### src/rtl/pe_shift_acc_pkg.sv
// Shared PE control/config types: SSctl beat control, shift selector and datapath widths.
package pe_shift_acc_pkg;

  localparam int AUODWD  = 16;
  localparam int PSUMDWD = 32;

  typedef enum logic [1:0] {SHT1, SHT2, SHT4, SHT8} ShtNum;

  typedef struct packed {
    logic  valid;
    logic  init;
    logic  fstpix;
    logic  lstpix;
    logic  sht;
    ShtNum sht_num;
  } SSctl;

  // Shift distance selected by ShtNum; shared with PE control.
  function automatic logic [3:0] ShtAmt(input ShtNum n);
    case (n)
      SHT1:    return 4'd1;
      SHT2:    return 4'd2;
      SHT4:    return 4'd4;
      default: return 4'd8;
    endcase
  endfunction

endpackage

### src/rtl/pe_shift_acc_shift_add.sv
// Combinational base select, barrel shift and sign-extended add for one accumulation beat.
module pe_shift_add
  import pe_shift_acc_pkg::*;
#(
  parameter int AW = pe_shift_acc_pkg::AUODWD,
  parameter int PW = pe_shift_acc_pkg::PSUMDWD
) (
  input  logic          i_init,
  input  logic          i_fstpix,
  input  logic          i_sht,
  input  ShtNum         i_sht_num,
  input  logic [PW-1:0] i_acc,
  input  logic [PW-1:0] i_pbuf,
  input  logic [AW-1:0] i_au,
  output logic [PW-1:0] o_nxt
);

  logic [PW-1:0] w_base;
  logic [PW-1:0] w_shb;
  logic [PW-1:0] w_au_ext;

  assign w_base   = i_init ? (i_fstpix ? '0 : i_pbuf) : i_acc;
  // Bits shifted past the MSB are dropped; the sum wraps modulo 2^PW.
  assign w_shb    = i_sht ? (w_base << ShtAmt(i_sht_num)) : w_base;
  assign w_au_ext = {{(PW-AW){i_au[AW-1]}}, i_au};
  assign o_nxt    = w_shb + w_au_ext;

endmodule

### src/rtl/pe_shift_acc.sv
// Shift-accumulate stage: builds a psum from Aunit beats and emits it over valid/ready on lstpix.
module pe_shift_acc
  import pe_shift_acc_pkg::*;
#(
  parameter int AUODWD  = pe_shift_acc_pkg::AUODWD,
  parameter int PSUMDWD = pe_shift_acc_pkg::PSUMDWD,
  parameter int CNTWD   = 8
) (
  input  logic               clk,
  input  logic               rst_n,
  input  logic               i_valid,
  output logic               o_ready,
  input  SSctl               i_ssctl,
  input  logic [AUODWD-1:0]  i_au,
  input  logic [PSUMDWD-1:0] i_pbuf,
  output logic               o_valid,
  input  logic               i_ready,
  output logic [PSUMDWD-1:0] o_psum,
  output logic [CNTWD-1:0]   o_beats,
  output logic               o_err
);

  logic [PSUMDWD-1:0] r_acc;
  logic [PSUMDWD-1:0] r_psum;
  logic [CNTWD-1:0]   r_beats;
  logic               r_valid;
  logic               r_active;
  logic               r_err;

  logic [PSUMDWD-1:0] w_nxt;
  logic [CNTWD-1:0]   w_beats_nxt;
  logic               w_take;
  logic               w_proto_err;

  pe_shift_add #(.AW(AUODWD), .PW(PSUMDWD)) u_shift_add (
    .i_init    (i_ssctl.init),
    .i_fstpix  (i_ssctl.fstpix),
    .i_sht     (i_ssctl.sht),
    .i_sht_num (i_ssctl.sht_num),
    .i_acc     (r_acc),
    .i_pbuf    (i_pbuf),
    .i_au      (i_au),
    .o_nxt     (w_nxt)
  );

  // Single output register without skid: accept only when it is empty or draining.
  assign o_ready     = !r_valid || i_ready;
  assign w_take      = i_valid && o_ready && i_ssctl.valid;
  assign w_beats_nxt = i_ssctl.init ? CNTWD'(1) : ((&r_beats) ? r_beats : r_beats + 1'b1);
  assign w_proto_err = (!i_ssctl.init && !r_active) ||
                       (i_ssctl.init && r_active) ||
                       (i_ssctl.fstpix && !i_ssctl.init);

  always_ff @(posedge clk or negedge rst_n) begin
    if (!rst_n) begin
      r_acc    <= '0;
      r_psum   <= '0;
      r_beats  <= '0;
      r_valid  <= 1'b0;
      r_active <= 1'b0;
      r_err    <= 1'b0;
    end else begin
      if (r_valid && i_ready) r_valid <= 1'b0;
      if (w_take) begin
        r_beats <= w_beats_nxt;
        if (w_proto_err) r_err <= 1'b1;
        if (i_ssctl.lstpix) begin
          r_psum   <= w_nxt;
          r_valid  <= 1'b1;
          r_acc    <= '0;
          r_active <= 1'b0;
        end else begin
          r_acc    <= w_nxt;
          r_active <= 1'b1;
        end
      end
    end
  end

  assign o_valid = r_valid;
  assign o_psum  = r_psum;
  assign o_beats = r_beats;
  assign o_err   = r_err;

endmodule

### config.mk
export PLATFORM = sky130hd
export DESIGN_NAME = pe_shift_acc
export DESIGN_NICKNAME = d
export VERILOG_FILES = /design/src/rtl/pe_shift_acc_pkg.sv /design/src/rtl/pe_shift_acc_shift_add.sv /design/src/rtl/pe_shift_acc.sv
export SDC_FILE = /design/constraint.sdc
export NUM_CORES = 1
export LEC_CHECK = 0
export ABC_AREA = 1
export CAP_MARGIN = 5
export CORE_MARGIN = 2
export CORE_UTILIZATION = 50
export CTS_BUF_LIST = sky130_fd_sc_hd__clkbuf_8
export CTS_CLUSTER_DIAMETER = 30
export DETAILED_ROUTE_END_ITERATION = 6
export PLACE_DENSITY_LB_ADDON = 0.08
export SYNTH_ARGS = -nofsm -noshare
export SYNTH_HDL_FRONTEND = slang
export SYNTH_SLANG_ARGS = --single-unit
### constraint.sdc
create_clock -name clk -period 3.2 [get_ports clk]
set_clock_uncertainty 0.05 [all_clocks]
set_input_delay 0.48 -clock clk [delete_from_list [all_inputs] [get_ports clk]]
set_output_delay 0.48 -clock clk [all_outputs]
set_load 0.01 [all_outputs]
==> results of run 1 <==
==> power by group through the flow <==
stage | Combinational, W | Clock [W] | Sequential, W
finish | 0.00249 | 0.000743 | 0.00136
global route | 0.00274 | 0.000789 | 0.00138
CTS | 0.00235 | 0.000748 | 0.00135
detailed placement | 0.00228 | 0 | 0.00136
global placement | 0.00225 | 0 | 0.00136
floorplan | 0.00109 | 0 | 0.00137
==> what timing repair did <==
action                                 4_1_cts  5_1_grt
endpoints found under the hold margin        0        0
setup buffers                                4        5
setup endpoints to repair                   50       46
pin swaps                                   10       26
gates resized for setup                     31       73
==> registers in the layout (all words and copies together) (netlist names) <==
signal	count
r_active	1
r_acc	32
o_valid	1
o_err	1
o_psum	32
o_beats	8
==> critical path: cells and delay by family <==
kind | cells | cell delay, ns
adders and majority gates | 1 | 0.28
buffers and inverters | 5 | 0.99
and+or+nand+nor | 11 | 1.07
AOI/OAI and AO/OA | 3 | 0.48
==> cell families after synthesis <==
group / Yosys count / share of synthesized area (%)
xor+xnor: 11 / 1.43
fa+ha+maj: 36 / 6.77
buf+inv: 172 / 10.2
simple gates: 578 / 35.7
compound gates: 205 / 18.1
flops: 75 / 27.8
==> path summary, 6_finish.rpt <==
kind                                 start         end  slack [ns]  cells past startpoint
worst max-delay path             i_pbuf[5]   r_acc[29]        0.13                     20
worst min-delay path                 rst_n   o_psum[2]        0.19                      1
worst max register to register    r_acc[5]   r_acc[29]        0.16                     19
worst min register to register  o_psum[26]  o_psum[26]        0.43                      2
max in group asynchronous            rst_n   r_acc[29]        2.26                      1
min in group clk                o_psum[26]  o_psum[26]        0.43                      2
==> cells in the final DEF (no fill, tap or decap), types with 4 or more instances in the layout <==
cell,count
o21ai_2,5
inv_2,6
o31ai_1,5
clkdlybuf4s50_1,96
a21oi_1,43
o22ai_1,20
o21bai_1,13
clkbuf_8,9
nand4_1,9
nand3_2,5
ha_4,9
a21oi_2,15
nor3_1,9
nand2_1,371
inv_1,132
clkbuf_2,4
xnor2_1,8
or2_2,7
o21ai_1,15
o21ai_0,54
o211ai_1,4
buf_4,190
a22oi_2,11
dfrtp_1,75
nand3_1,88
nor2_2,15
ha_1,26
nor2_1,44
nand3b_1,8
nand2_2,11
==> cell type report <==
cell class / count / area, um2
clock buffer: 9 / 124
timing repair buffer: 297 / 2520
multi-input combinational: 830 / 4590
fill: 1119 / 3340
clock inverter: 6 / 60.1
tap: 176 / 220
inverter: 137 / 517
sequential: 75 / 1880
==> stage by stage <==
step / setup WS (ns) / instances / power (W) / setup TNS, ns / hold WS [ns]
floorplan: 0.167 / 1077 / 0.00245 / 0 / 0.134
global placement: -0.844 / 1506 / 0.00361 / -32.44 / 0.413
detailed placement: -0.854 / 1506 / 0.00364 / -33.28 / 0.415
CTS: 0.00482 / 1525 / 0.00445 / 0 / 0.235
global route: -0.0526 / 1530 / 0.00490 / -0.344 / 0.288
finish: 0.134 / 1530 / 0.00460 / 0 / 0.194
==> metal layers <==
metal  global-route usage, %  share of wire [%]  vias up
met5                       0                  0        -
met4                    12.6                2.9        0
met3                    7.17                9.0       51
met2                    58.3                 45      354
met1                    47.9                 43     3890
li1                        -                  -     4076
==> metrics.txt, run 1 <==
wire per inst 16.7 um; initial DRC count 700; clk slew on worst S/H paths 0.08 ns; CTS H-tree depth 3; final hold vios 0; CTS Buf Count 9; top cells by count, synth nand2_1, inv_1, nand3_1, dfrtp_1, o21ai_0; area delta synth->final 46.5%; post-layout util 74.8%; Tot GR Track Use 36.0%; Async SR Flop Fraction 100%; post-synthesis cell type count 48; CP max stage cell clkdlybuf4s50_1; synth top area cells dfrtp_1, nand2_1, inv_1; row cnt 42; Synth top area share 27.8%; grt ovf 0; cell area after synthesis 6760 um2; Synthesized Nets 1172; Critical Path RT 3.43 ns; diode count 0; count leader, synth nand2_1; Die Span X 120 um; layout cells sized above 1 23.4%; Yosys reg bits 75; Via density 5.47; Syn Area/Cell 6.28 um2; Worst-Margin Slew 0.984 ns; Initial DRT Pass Iterations 5; CTS root buf clkbuf_8; Cells after Synth 1077; net switching power 0.00187 W; CP arrival 3.29 ns; Final min period 3.07 ns; Highest Clock Rate 0.326 GHz; initial core utilization 51.0%; via count 8371; Hold WC Path Type in2async; Slew Viols, Final 0; final period utilization 95.8%; pin count of the biggest net entering global routing 76; CP Class in2reg; sequential power share 29.6%; Pwr Density 464 nW/um2; DRC Markers 0; Worst setup SP type input pin; worst vdd ir 0.350 mV; clock share of power 16.2%; Switching Share 40.7%; Yosys top cell by area dfrtp_1; routed wire length 25500 um; vias in the first global route 8019; relative slew slack 34.4%; max incr delay on CP 0.42 ns; initial antenna violation count 0; Worst-Skew Late Latency 0.39 ns; Max Fanout on Critical Path 4; CTS tree done; sequential fraction of the synthesis area 27.8%; Die ar. 14500 um2; global placer's final weighted congestion 1.01; hold_buf cts 0; CP Capture Type register; die height 120 um; first-pass GRT wire length 40300 um; # IOs 102; total of max-cap violations 0; post-DP HPWL 19700 um; post-place instance area 9260 um2; Lkg Pwr 5.11 nW; clock tree buffer depth 2; core area 13200 um2; combinational share of power 54.3%; CTS Sinks 75; Top FF cell, synth dfrtp_1; Setup Viol. Count Final 0; yosys warns 0; worst path cell trace clkdlybuf4s50_1 -> a22oi_2 -> buf_4 -> nand2_1 -> a21oi_1 -> a221oi_2 -> buf_4 -> ha_4 -> nand2_1 -> buf_4 -> nor2_2 -> inv_1 -> nor3_4 -> nand2_1 -> nand2_2 -> nand2_1 -> nand2_1 -> nand2_1 -> nand3_1 -> nand2_1; # nets final 1445; Final Instance Area 9910 um2; status complete, no violations; Crit path top cell by count nand2_1; Int Pwr 0.00273 W; Post-synth EDFFs 0; Buffers on Ports 101; DRT antenna net count 0
(Power assumes the default switching activity.)
==> run 2: changes to the inputs <==
--- a/config.mk
+++ b/config.mk
@@ -12,7 +12,9 @@
 export CTS_BUF_LIST = sky130_fd_sc_hd__clkbuf_8
 export CTS_CLUSTER_DIAMETER = 30
 export DETAILED_ROUTE_END_ITERATION = 6
-export PLACE_DENSITY_LB_ADDON = 0.08
+export GPL_ROUTABILITY_DRIVEN = 0
+export PLACE_DENSITY = 0.82
+export SKIP_LAST_GASP = 1
 export SYNTH_ARGS = -nofsm -noshare
 export SYNTH_HDL_FRONTEND = slang
 export SYNTH_SLANG_ARGS = --single-unit
==> metrics.txt, run 2 (synthesized netlist as in run 1, its figures left out) <==
relative slew slack 35.0% (+0.60 points); Worst-Margin Slew 0.975 ns (-0.00905 ns); total of max-cap violations 0 (unchanged); Pwr Density 473 nW/um2 (+2.0%); Worst-Skew Late Latency 0.39 ns (about the same); initial antenna violation count 0 (unchanged); hold_buf cts 0 (unchanged); status complete, no violations; layout cells sized above 1 25.9% (+2.5 points); Worst setup SP type input pin; CP max stage cell ha_1; Fillers 924 (-17%); CP Capture Type register; initial core utilization 51.0% (unchanged); clk slew on worst S/H paths 0.09 ns (about the same); worst path cell trace clkbuf_2 -> inv_4 -> nor2_8 -> buf_4 -> buf_4 -> nand2_1 -> nand2_2 -> a22oi_2 -> o21ai_1 -> o21bai_1 -> a21oi_2 -> ha_1 -> nand2_2 -> inv_1 -> a21oi_2 -> inv_1 -> a21oi_2 -> nand2_2 -> nand2_2 -> nand3b_1 -> nand3_2 -> nand2_1; # IOs 102 (unchanged); vias in the first global route 8340 (+4.0%); Hold WC Path Type in2async; CTS root buf clkbuf_8; Int Pwr 0.00277 W (+1.5%); initial DRC count 1225 (+75%); max incr delay on CP 0.35 ns (-0.07 ns); combinational share of power 55.3% (+1.0 points); Die ar. 14500 um2 (unchanged); wire per inst 17.8 um (+7.0%); Highest Clock Rate 0.316 GHz (-3.2%); CTS Sinks 75 (unchanged); commonest non-fill, non-tap cells in the layout nand2_1, buf_4, inv_1, clkdlybuf4s50_1, nand3_1; DRC Markers 0 (unchanged); Switching Share 41.9% (+1.2 points); grt ovf 0 (unchanged); most common cell after layout, fill and taps aside nand2_1; final period utilization 98.9% (+3.1 points); CP Class in2reg; worst r2r path cells 17 (-2); Crit path top cell by count nand2_2; sequential power share 28.0% (-1.6 points); Slew Viols, Final 0 (unchanged); Final min period 3.17 ns (+0.0997 ns); clock share of power 16.7% (+0.5 points); core area 13200 um2 (unchanged); Lkg Pwr 5.14 nW (+0.53%); post-place instance area 9120 um2 (-1.5%); first-pass GRT wire length 40600 um (+0.74%); routed wire length 27200 um (+6.7%); Via density 5.88 (+7.5%); post-layout util 76.0% (+1.2 points); CTS tree done; pin count of the biggest net entering global routing 76 (unchanged); area delta synth->final 48.8%; row cnt 42 (unchanged); post-DP HPWL 18800 um (-4.8%); CP arrival 3.40 ns (+0.11 ns); # nets final 1440 (-0.35%); FF+latch area 1880 um2 (unchanged); CTS Buf Count 9 (unchanged); Die Span X 120 um (unchanged); total power 0.00476 W (+3.6%); Buffers on Ports 101 (unchanged); Final Instance Area 10100 um2 (+1.5%); Tot GR Track Use 35.5% (-0.52 points); Critical Path RT 3.44 ns (about the same); die height 120 um (unchanged); Setup Viol. Count Final 0 (unchanged); worst vdd ir 0.294 mV (-16%); clock tree buffer depth 2 (unchanged); DRT antenna net count 0 (unchanged); diode count 0 (unchanged); area of the multi-input gates 4760 um2 (+3.7%); CTS H-tree depth 3 (unchanged); final hold vios 0 (unchanged); Max Fanout on Critical Path 5 (+1); via count 8973 (+7.2%); net switching power 0.00199 W (+6.6%); Initial DRT Pass Iterations 7 (+2)
==> run 2: cell count changes in the layout (fill, tap and decap cells not counted), moves of 8 or more <==
cell | previous run | this run
nand3_1 | 88 | 79
nand2_1 | 371 | 355
nand2_2 | 11 | 24
nand3_2 | 5 | 13
==> run 2: final timing paths <==
| kind | start | to | slack (ns) |
|---|---|---|---|
| min in group clk | o_psum[22] | o_psum[22] | 0.44 |
| max in group asynchronous | rst_n | o_psum[14] | 2.27 |
| max | i_ssctl[5] | r_acc[18] | 0.03 |
| min reg2reg | o_psum[22] | o_psum[22] | 0.44 |
| max reg2reg | r_acc[6] | o_psum[19] | 0.08 |
| min | rst_n | r_acc[6] | 0.19 |
==> run 2: critical path, delay by kind of cell <==
family / cells / cell delay [ns]
compound gates: 6 / 0.97
fa+ha+maj: 1 / 0.35
buf+inv: 6 / 0.62
simple gates: 9 / 0.95
==> run 2: area by class of cell <==
class                           instances  share of cell area, %
Inverter                              137                   5.19
Timing Repair Buffer                  292                   24.6
Multi-Input combinational cell        830                   47.3
Clock inverter                          6                  0.647
Tap cell                              176                   2.19
Sequential cell                        75                   18.7
Clock buffer                           10                   1.37
==> run 2: timing repair <==
action,in CTS,in global routing
gates resized for setup,38,114
pin swaps,8,32
setup buffers,8,11
setup endpoints to repair,57,53
==> run 2: routing by layer <==
layer  vias up  part of all wire [%]  track usage (%)
met4         0                   6.1             14.5
met5         -                     0                0
li1       4061                     -                -
met2       648                    44             56.7
met1      4074                    38             45.8
met3       190                    12             8.96
==> run 2: power groups by stage <==
stage	Clock [W]	Combinational, W	Sequential, W
3_3_place_gp	0	0.00219	0.00134
2_1_floorplan	0	0.00109	0.00137
6_report	0.000794	0.00263	0.00133
4_1_cts	0.000789	0.00233	0.00133
3_5_place_dp	0	0.00224	0.00134
5_1_grt	0.000825	0.00283	0.00136
==> run 2: stage by stage <==
step | hold WS (ns) | instances | setup WS [ns] | TNS [ns]
2_1_floorplan | 0.134 | 1077 | 0.167 | 0
3_3_place_gp | 0.416 | 1491 | -0.648 | -29.28
3_5_place_dp | 0.414 | 1491 | -0.717 | -32.61
4_1_cts | 0.231 | 1515 | 0.000670 | 0
5_1_grt | 0.284 | 1526 | -0.0872 | -1.02
6_report | 0.191 | 1526 | 0.0341 | 0
